## src/rtl/led_fault_pkg.sv

```systemverilog
// Shared definitions for the LED driver fault front end: channel FSM encoding,
// debounce counter sizing and default timing parameters.
package led_fault_pkg;

    typedef logic [1:0] chan_state_t;

    localparam chan_state_t ST_IDLE    = 2'd0;
    localparam chan_state_t ST_BLANK   = 2'd1;
    localparam chan_state_t ST_MONITOR = 2'd2;

    localparam int DEF_DEB_CNT   = 8;
    localparam int DEF_BLANK_CYC = 4;

    // Counter must be able to hold the value DEB_CNT itself (saturation point).
    function automatic int deb_w(input int deb_cnt);
        return (deb_cnt < 1) ? 1 : $clog2(deb_cnt + 1);
    endfunction

endpackage

```

## src/rtl/fault_chan_mon.sv

```systemverilog
// One LED channel: on/blank/monitor FSM driven by the channel's pwm bit, plus
// debounced sticky short/open latches that only sample while monitoring.
module fault_chan_mon
    import led_fault_pkg::*;
#(
    parameter int DEB_CNT   = DEF_DEB_CNT,
    parameter int BLANK_CYC = DEF_BLANK_CYC
) (
    input  logic sys_clk,
    input  logic sys_resetb,
    input  logic pwm,
    input  logic s_short,
    input  logic s_open,
    input  logic clr,
    output logic short_flt,
    output logic open_flt
);

    localparam int DW = deb_w(DEB_CNT);
    localparam int BW = (BLANK_CYC > 1) ? $clog2(BLANK_CYC) : 1;
    localparam logic [DW-1:0] DEB_MAX  = DW'(DEB_CNT);
    localparam logic [DW-1:0] DEB_LAST = DW'(DEB_CNT - 1);
    localparam logic [BW-1:0] BLANK_LAST = BW'((BLANK_CYC > 0) ? BLANK_CYC - 1 : 0);

    chan_state_t          state_q;
    logic [BW-1:0]        blank_cnt;
    logic                 qual;
    logic [1:0]           flag_s;
    logic [1:0]           latch_q;
    logic [1:0][DW-1:0]   deb_cnt;

    always_ff @(posedge sys_clk or negedge sys_resetb) begin
        if (!sys_resetb) begin
            state_q   <= ST_IDLE;
            blank_cnt <= '0;
        end else begin
            case (state_q)
                ST_IDLE: begin
                    if (pwm) begin
                        state_q   <= (BLANK_CYC == 0) ? ST_MONITOR : ST_BLANK;
                        blank_cnt <= '0;
                    end
                end
                ST_BLANK: begin
                    if (!pwm)
                        state_q <= ST_IDLE;
                    else if (blank_cnt == BLANK_LAST)
                        state_q <= ST_MONITOR;
                    else
                        blank_cnt <= blank_cnt + 1'b1;
                end
                ST_MONITOR: begin
                    if (!pwm)
                        state_q <= ST_IDLE;
                end
                default: state_q <= ST_IDLE;
            endcase
        end
    end

    assign qual   = (state_q == ST_MONITOR) && pwm;
    assign flag_s = {s_open, s_short};

    // A set on the same edge as clr takes priority so a fault is never lost.
    always_ff @(posedge sys_clk or negedge sys_resetb) begin
        if (!sys_resetb) begin
            deb_cnt <= '0;
            latch_q <= '0;
        end else begin
            for (int i = 0; i < 2; i++) begin
                if (qual && flag_s[i] && deb_cnt[i] == DEB_LAST) begin
                    latch_q[i] <= 1'b1;
                    deb_cnt[i] <= DEB_MAX;
                end else if (clr) begin
                    latch_q[i] <= 1'b0;
                    deb_cnt[i] <= '0;
                end else if (qual) begin
                    if (!flag_s[i])
                        deb_cnt[i] <= '0;
                    else if (deb_cnt[i] != DEB_MAX)
                        deb_cnt[i] <= deb_cnt[i] + 1'b1;
                end
            end
        end
    end

    assign short_flt = latch_q[0];
    assign open_flt  = latch_q[1];

endmodule

```

## src/rtl/led_fault_monitor.sv

```systemverilog
// Fault front end for one 6-channel LED driver: synchronises raw comparator
// flags, debounces global flags, and hosts one channel monitor per pwm bit.
module led_fault_monitor
    import led_fault_pkg::*;
#(
    parameter int NCH       = 6,
    parameter int DEB_CNT   = DEF_DEB_CNT,
    parameter int BLANK_CYC = DEF_BLANK_CYC,
    parameter int SYNC_STG  = 2
) (
    input  logic           sys_clk,
    input  logic           sys_resetb,
    input  logic [NCH-1:0] pwm_i,
    input  logic [NCH-1:0] short_raw_i,
    input  logic [NCH-1:0] open_raw_i,
    input  logic           ot_raw_i,
    input  logic           ov_raw_i,
    input  logic           uv_raw_i,
    input  logic           clr_i,
    output logic [NCH-1:0] short_o,
    output logic [NCH-1:0] open_o,
    output logic           overheat_o,
    output logic           overvoltage_o,
    output logic           undervoltage_o,
    output logic           fault_any_o
);

    localparam int RAW_W = 2 * NCH + 3;
    localparam int DW    = deb_w(DEB_CNT);
    localparam logic [DW-1:0] DEB_MAX  = DW'(DEB_CNT);
    localparam logic [DW-1:0] DEB_LAST = DW'(DEB_CNT - 1);

    logic [RAW_W-1:0]                raw;
    logic [SYNC_STG-1:0][RAW_W-1:0]  sync_q;
    logic [RAW_W-1:0]                sync_s;
    logic [NCH-1:0]                  s_short;
    logic [NCH-1:0]                  s_open;
    logic [2:0]                      s_glb;
    logic [2:0]                      glb_q;
    logic [2:0][DW-1:0]              glb_cnt;

    // Every raw bit, including the channel flags, goes through the same chain.
    assign raw = {uv_raw_i, ov_raw_i, ot_raw_i, open_raw_i, short_raw_i};

    always_ff @(posedge sys_clk or negedge sys_resetb) begin
        if (!sys_resetb)
            sync_q <= '0;
        else
            sync_q <= {sync_q[SYNC_STG-2:0], raw};
    end

    assign sync_s  = sync_q[SYNC_STG-1];
    assign s_short = sync_s[NCH-1:0];
    assign s_open  = sync_s[2*NCH-1:NCH];
    assign s_glb   = sync_s[RAW_W-1:2*NCH];

    // Global flags: bit 0 overtemp, 1 overvoltage, 2 undervoltage; always qualified.
    always_ff @(posedge sys_clk or negedge sys_resetb) begin
        if (!sys_resetb) begin
            glb_cnt <= '0;
            glb_q   <= '0;
        end else begin
            for (int g = 0; g < 3; g++) begin
                if (s_glb[g] && glb_cnt[g] == DEB_LAST) begin
                    glb_q[g]   <= 1'b1;
                    glb_cnt[g] <= DEB_MAX;
                end else if (clr_i) begin
                    glb_q[g]   <= 1'b0;
                    glb_cnt[g] <= '0;
                end else if (!s_glb[g]) begin
                    glb_cnt[g] <= '0;
                end else if (glb_cnt[g] != DEB_MAX) begin
                    glb_cnt[g] <= glb_cnt[g] + 1'b1;
                end
            end
        end
    end

    assign overheat_o     = glb_q[0];
    assign overvoltage_o  = glb_q[1];
    assign undervoltage_o = glb_q[2];

    for (genvar c = 0; c < NCH; c++) begin : g_chan
        fault_chan_mon #(
            .DEB_CNT   (DEB_CNT),
            .BLANK_CYC (BLANK_CYC)
        ) u_chan (
            .sys_clk    (sys_clk),
            .sys_resetb (sys_resetb),
            .pwm        (pwm_i[c]),
            .s_short    (s_short[c]),
            .s_open     (s_open[c]),
            .clr        (clr_i),
            .short_flt  (short_o[c]),
            .open_flt   (open_o[c])
        );
    end

    always_ff @(posedge sys_clk or negedge sys_resetb) begin
        if (!sys_resetb)
            fault_any_o <= 1'b0;
        else
            fault_any_o <= |{short_o, open_o, glb_q};
    end

endmodule

```

## config.mk

```make
export PLATFORM = sky130hd
export DESIGN_NAME = led_fault_monitor
export DESIGN_NICKNAME = d
export VERILOG_FILES = /design/src/rtl/led_fault_pkg.sv /design/src/rtl/fault_chan_mon.sv /design/src/rtl/led_fault_monitor.sv
export SDC_FILE = /design/constraint.sdc
export NUM_CORES = 1
export LEC_CHECK = 0
export CORE_MARGIN = 2
export CORE_UTILIZATION = 55
export CTS_CLUSTER_DIAMETER = 30
export CTS_CLUSTER_SIZE = 16
export DETAILED_ROUTE_END_ITERATION = 6
export PLACE_DENSITY = 0.75
export SYNTH_ARGS = -nofsm -noshare
export SYNTH_HDL_FRONTEND = slang
export SYNTH_SLANG_ARGS = --single-unit
```

## constraint.sdc

```tcl
create_clock -name sys_clk -period 1.6 [get_ports sys_clk]
set_input_delay 0.16 -clock sys_clk [delete_from_list [all_inputs] [get_ports sys_clk]]
set_output_delay 0.16 -clock sys_clk [all_outputs]
set_load 0.01 [all_outputs]
```

# ---- Yosys cells after proc, flatten, opt, wreduce, memory -nomap -nowiden
# Index checks and enable logic that the tools add are counted.
dict set report word_totals {
  regBits 130
  latch_bits 0
  mem_bits_rw 0
  rom_bits 0
  in_bits 24
  wordCells 398
  memories 0
}
dict set report op_classes {
  add_sub_neg 21
  multipliers 0
  div 0
  n_lt_le_gt_ge 0
  n_eq_ne 93
  n_shift 0
  n_mux 142
  bitwise_logic 0
  reduce_logical 97
}
# op n
set op_table {}
lappend op_table {{two-way mux 4 bit} 72}
lappend op_table {{two-way mux 2 bit} 42}
lappend op_table {{adder 4 x 1 -> 4 bit (second input constant)} 15}
lappend op_table {{== test 4 x 3 -> 1 bit (second input constant)} 15}
lappend op_table {{!= test 4 x 2 -> 1 bit (second input constant)} 15}
lappend op_table {{!= test 4 bit (second input constant)} 15}
lappend op_table {{!= test 2 bit (second input constant)} 24}
lappend op_table {{nonzero test 2 bit} 21}
lappend op_table {{one-hot mux 2 bit (3 select lines)} 6}
lappend op_table {{nonzero test 3 bit} 12}
lappend op_table {{logical AND 1 bit} 33}
lappend op_table {{== test 2 bit (second input constant)} 12}
lappend op_table {{one-hot mux 2 bit (2 select lines)} 6}
lappend op_table {{AND reduction 2 bit} 12}
lappend op_table {{AND reduction 4 bit} 6}
lappend op_table {{!= test 3 x 2 -> 1 bit (second input constant)} 6}
lappend op_table {{AND reduction 3 bit} 6}
lappend op_table {{two-way mux 1 bit} 16}
lappend op_table {{OR reduction 15 bit} 1}
lappend op_table {{adder 2 x 1 -> 2 bit (second input constant)} 6}
lappend op_table {{== test 2 x 1 -> 1 bit (second input constant)} 6}
lappend op_table {{logical NOT 2 bit} 6}

# ---- Depth between registers and ports, before layout
# Gate-level depths: netlist of the first run.
dict set report depth {
  word_depth 6
  depth_mapped 6
}

# ---- Hierarchy
# A second synthesis of the first run with hierarchy kept.
dict set report hier_totals {
  hier_cells 607
  area_unflattened_um2 6568.8
}
# mod instances cells_per_inst area_each_um2 seq_area_each_um2
set by_module_without_submodules {}
lappend by_module_without_submodules {{fault_chan_mon (g_chan[1].u_chan ...)} 3 86 857.1 350.3}
lappend by_module_without_submodules {led_fault_monitor 1 122 1659.1 1151.1}
lappend by_module_without_submodules {{fault_chan_mon (g_chan[5].u_chan)} 1 80 824.5 350.3}
lappend by_module_without_submodules {{fault_chan_mon (g_chan[4].u_chan)} 1 72 760.7 350.3}
lappend by_module_without_submodules {{fault_chan_mon (g_chan[0].u_chan)} 1 75 753.2 350.3}

# ---- Worst setup path before layout of the first run
# No wires, ideal clock.
dict set report synth_path {
  path_type {flip-flop to flip-flop}
  startpoint {register g_chan[5].u_chan.deb_cnt[4] (netlist name)}
  endpoint {register g_chan[5].u_chan.deb_cnt[4] (netlist name)}
  setup_time_ps 94
  t_arrival_ps 1401
  slack_ps 105
  path_stages_with_launch 6
  n_path_buf 0
  cell_sequence {dfrtp_1 > inv_1 > ha_1 > a41o_2 > or3b_1 > a211oi_1}
}
dict set report synth_via {
  elab_chain_cells 6
  elab_cells_between_ends 12
  cone_classes {add/sub (1); eq/ne (3); mux (5); reduce/logical (3)}
}
# item line
set synth_lines {}
lappend synth_lines {{start, declared} fault_chan_mon.sv:30} ;# logic [1:0][DW-1:0] deb_cnt;
lappend synth_lines {{start signal, assigned by index} fault_chan_mon.sv:81} ;# deb_cnt[i] <= deb_cnt[i] + 1'b1;
lappend synth_lines {{adder 4 x 1 -> 4 bit} fault_chan_mon.sv:81}
lappend synth_lines {{two-way mux 4 bit} fault_chan_mon.sv:80} ;# else if (deb_cnt[i] != DEB_MAX)
lappend synth_lines {{two-way mux 4 bit} fault_chan_mon.sv:78} ;# if (!flag_s[i])
lappend synth_lines {{two-way mux 4 bit} fault_chan_mon.sv:77} ;# end else if (qual) begin
lappend synth_lines {{two-way mux 4 bit} fault_chan_mon.sv:74} ;# end else if (clr) begin
lappend synth_lines {{two-way mux 4 bit} fault_chan_mon.sv:71} ;# if (qual && flag_s[i] && deb_cnt[i] == DEB_LAST) begin
# Several ways; a longest one is shown, not always the timed one. The select of a mux whose other input is x is not followed.
# A chain may end at the register's enable or synchronous reset.

# ---- Worst setup path after layout of the first run
dict set report layout_path {
  startpoint {register g_chan[2].u_chan.latch_q[0]}
  endpoint {output port short_o[2]}
}
# item line
set layout_lines {}
lappend layout_lines {{start, declared} fault_chan_mon.sv:29} ;# logic [1:0] latch_q;
lappend layout_lines {{start signal, assigned} fault_chan_mon.sv:68} ;# latch_q <= '0;
lappend layout_lines {{start signal, assigned by index} fault_chan_mon.sv:72} ;# latch_q[i] <= 1'b1;
lappend layout_lines {{start signal, assigned by index} fault_chan_mon.sv:75} ;# latch_q[i] <= 1'b0;
lappend layout_lines {{end, declared} led_fault_monitor.sv:20} ;# output logic [NCH-1:0] short_o,
# No word-level cell between the ends.

==> results of run 1 <==
[sequential cells by signal, indices dropped and copies added, names as in the netlist]
name and count:
glb_cnt 12, g_chan.u_chan.latch_q 12, fault_any_o 1, g_chan.u_chan.state_q 12
sync_q 15, g_chan.u_chan.blank_cnt 12, glb_q 3, g_chan.u_chan.deb_cnt 48
sync_s 15
[where the power goes]
part	total (mW)	switching, mW	internal [mW]
Clock	4.17	1.40	2.76
Combinational	0.591	0.297	0.293
Sequential	3.58	0.133	3.44
Total	8.33	1.83	6.50
[metal layers]
layer	global-route usage, %	vias to the layer above
met5	0	-
li1	-	2437
met4	7.72	0
met2	37.7	120
met1	29.0	2520
met3	6.32	19
[path summary, 6_finish.rpt]
kind	start	endpoint	slack, ns	cells past startpoint
worst max-delay path	g_chan[2].u_chan.latch_q[0]$_DFFE_PN0P_	short_o[2]	0.04	1
worst min-delay path	short_raw_i[0]	sync_q[0]$_DFF_PN0_	0.17	1
worst max register to register	g_chan[5].u_chan.deb_cnt[0]$_DFFE_PN0P_	g_chan[5].u_chan.deb_cnt[0]$_DFFE_PN0P_	0.05	5
worst min register to register	sync_q[12]$_DFF_PN0_	sync_s[12]$_DFF_PN0_	0.34	0
max in group asynchronous	sys_resetb	sync_q[9]$_DFF_PN0_	0.85	3
min in group asynchronous	sys_resetb	glb_cnt[0]$_DFFE_PN0P_	0.31	3
[cells in the final DEF, fill, tap and decap left out, types with 4 or more instances in the layout]
| cell | instances |
|---|---|
| a22oi_1 | 5 |
| and3_1 | 4 |
| a41oi_1 | 9 |
| dfrtp_1 | 126 |
| clkdlybuf4s50_1 | 34 |
| nor4_1 | 5 |
| nand3b_1 | 4 |
| a21oi_1 | 46 |
| nand3b_4 | 6 |
| a2bb2oi_1 | 6 |
| mux2_2 | 5 |
| or4_4 | 7 |
| or3_1 | 11 |
| nand3_1 | 12 |
| a22o_1 | 7 |
| buf_4 | 51 |
| nand2b_1 | 10 |
| nor2b_1 | 12 |
| a21o_1 | 11 |
| a41o_1 | 9 |
| inv_1 | 67 |
| clkbuf_16 | 17 |
| nor3_1 | 9 |
| nand2_1 | 63 |
| nor2_1 | 7 |
| a31oi_1 | 5 |
| and2_1 | 8 |
| ha_1 | 34 |
| o21ai_0 | 40 |
| clkbuf_8 | 4 |
| nand4_1 | 23 |
| mux2i_1 | 10 |
| bufinv_16 | 4 |
| a22oi_2 | 4 |
| dfrtp_2 | 4 |
[through the flow]
stage / cells / setup slack [ns] / total power, mW / util [%] / TNS, ns
3_3_place_gp: 828 / -0.144 / 4.15 / 63.2 / -2.80
6_report: 874 / 0.0436 / 8.33 / 70.3 / 0
2_1_floorplan: 627 / 0.105 / 3.93 / - / 0
5_1_grt: 874 / -0.0220 / 8.63 / 70.3 / -0.0554
4_1_cts: 861 / 0.00622 / 8.38 / 68.8 / 0
3_5_place_dp: 828 / -0.248 / 4.21 / 63.2 / -5.12
[repair_timing]
action                                  in CTS  in global routing
gates resized for setup                      0                 22
endpoints found under the hold margin      130                  0
setup buffers                                0                 13
hold buffers                                 1                  0
endpoints found under the setup margin       0                 18
[cell usage after synthesis, drive strengths merged, types with 9 or more instances]
library cell  count
buf              15
a41o             10
nand3            12
a21o             11
a22o              9
a22oi             9
or3              12
nand2            63
nor3              9
ha               36
nand4            23
mux2i            10
inv              68
dfrtp           130
a21oi            48
nand3b           10
o21ai            42
nor2b            12
nand2b           10
a41oi            10
[kinds of logic (layout without fill, tap and decap cells)]
logic type	count (synthesis)	in the layout	share of synthesized area, %
compound gates	165	165	16.6
flops	130	130	50.1
mux	15	15	2.41
buf+inv	89	193	6.01
fa+ha+maj	36	36	6.94
simple gates	192	192	18.0
[final cells by class]
| cell class | count | area, sq um |
|---|---|---|
| clock inverter | 9 | 151 |
| sequential | 130 | 3260 |
| timing repair buffer | 92 | 816 |
| inverter | 69 | 259 |
| multi-input combinational | 408 | 2910 |
| tap | 143 | 179 |
| fill | 825 | 3400 |
| clock buffer | 23 | 488 |
==> impl_metrics.env, run 1 <==
export IMPL_status="completed"
export IMPL_die_h_microns=113
export IMPL_timing_fmax_ghz=0.643
export IMPL_avgSynthCellArea_sq_um=10.4
export IMPL_crit_slowest_cell="clkdlybuf4s50_1"
export IMPL_critical_path_max_stage_delay_ns=0.57
export IMPL_antenna_found_initial=0
export IMPL_top_layer="met4"
export IMPL_synthArstFlopShare_pct=100
export IMPL_rsz0062_at_grt="true"
export IMPL_drive_above_1_share_pct=17.2
export IMPL_arrival_ns=1.40
export IMPL_grt_pass1_wl_mm=23.2
export IMPL_placed_cell_area_sq_um=7240
export IMPL_peakVddDrop_v=0.00135
export IMPL_path_clk_slew_ns=0.06
export IMPL_grt_pass1_vias=5040
export IMPL_cts_tree="built"
export IMPL_ant_nets=0
export IMPL_netlist_area_sq_um=6490
export IMPL_cp_max_fo=3
export IMPL_design_area_sq_um=8060
export IMPL_period_needed_ns=1.56
export IMPL_slew_viol_final=0
export IMPL_powerDensity_nw_per_um2=1030
export IMPL_area_growth_pct=24.1
export IMPL_initial_core_util_pct=56.6
export IMPL_rows=39
export IMPL_drtPass1Iterations=4
export IMPL_final_period_utilization_pct=97.3
export IMPL_grt_total_usage_pct=22.8
export IMPL_dp_hpwl_mm=9.08
export IMPL_finalWirelength_mm=13.7
export IMPL_synth_edff_count=0
export IMPL_h_tree_depth=4
export IMPL_dieArea_sq_um=12700
export IMPL_seq_area_frac_synth_pct=50.1
export IMPL_tightest_slew_ns=0.539
export IMPL_clk_latency_ns=0.42
export IMPL_timing_hold_ws_ns=0.170
export IMPL_initialDrtViolationCount=353
export IMPL_met1_length_mm=6.01
export IMPL_critPathTopFamily="buffers and inverters"
export IMPL_synth_main_ff_cell="dfrtp_1"
export IMPL_synth_nets=687
export IMPL_synth_cell_types=51
export IMPL_drc=0
export IMPL_final_nets=778
export IMPL_slew_headroom_pct=63.7
export IMPL_start_kind="flip-flop"
export IMPL_synthCells=627
export IMPL_clock_root_buffer="clkbuf_16"
export IMPL_antenna_cells=0
export IMPL_floorplan_io_pins=40
export IMPL_wl_per_cell_microns=15.7
export IMPL_leakagePower_nw=3.66
export IMPL_grt_max_degree=88
export IMPL_met3_wirelength_microns=710
export IMPL_gp_congestion=0.889
export IMPL_viasPerCell=5.83
export IMPL_skew_ns=0.00533
export IMPL_clock_sinks=130
export IMPL_cts_made_buffers=17
export IMPL_clk_path_buf_depth=2
export IMPL_cp_end_kind="output port"
export IMPL_crit_buf_inv=1
export IMPL_portBuffers=39
export IMPL_core_sq_um=11500
export IMPL_yosysTopAreaCellShare_pct=50.1
export IMPL_overflow=0
export IMPL_maxCapViolCount=0
export IMPL_path_class="reg -> out"
export IMPL_synth_seq_cells=130
export IMPL_die_w_microns=113
export IMPL_yosys_top_cells_area="dfrtp_1 (50%), ha_1 (6.9%), inv_1 (3.9%)"
export IMPL_yosysTopAreaCell="dfrtp_1"
export IMPL_required_ns=1.44
export IMPL_hold_class="in -> reg"
export IMPL_hold_viol_final=0
export IMPL_setup_viol=0
export IMPL_routed_wl_met2_mm=6.82
export IMPL_yosys_warnings=0
export IMPL_crit_chain="clkdlybuf4s50_1"
export IMPL_vias=5096
Power figures use the tool's default switching activity.
==> run 2, diff against run 1 <==
Settings changed: CAP_MARGIN from default to 20.
==> results of run 2 <==
Final layout, timing and power as in run 1 (identical DEF).
==> run 3, diff against run 2 <==
Settings changed: GPL_ROUTABILITY_DRIVEN from default to 1.
==> results of run 3 <==
Final layout, timing and power as in run 1 (identical DEF).
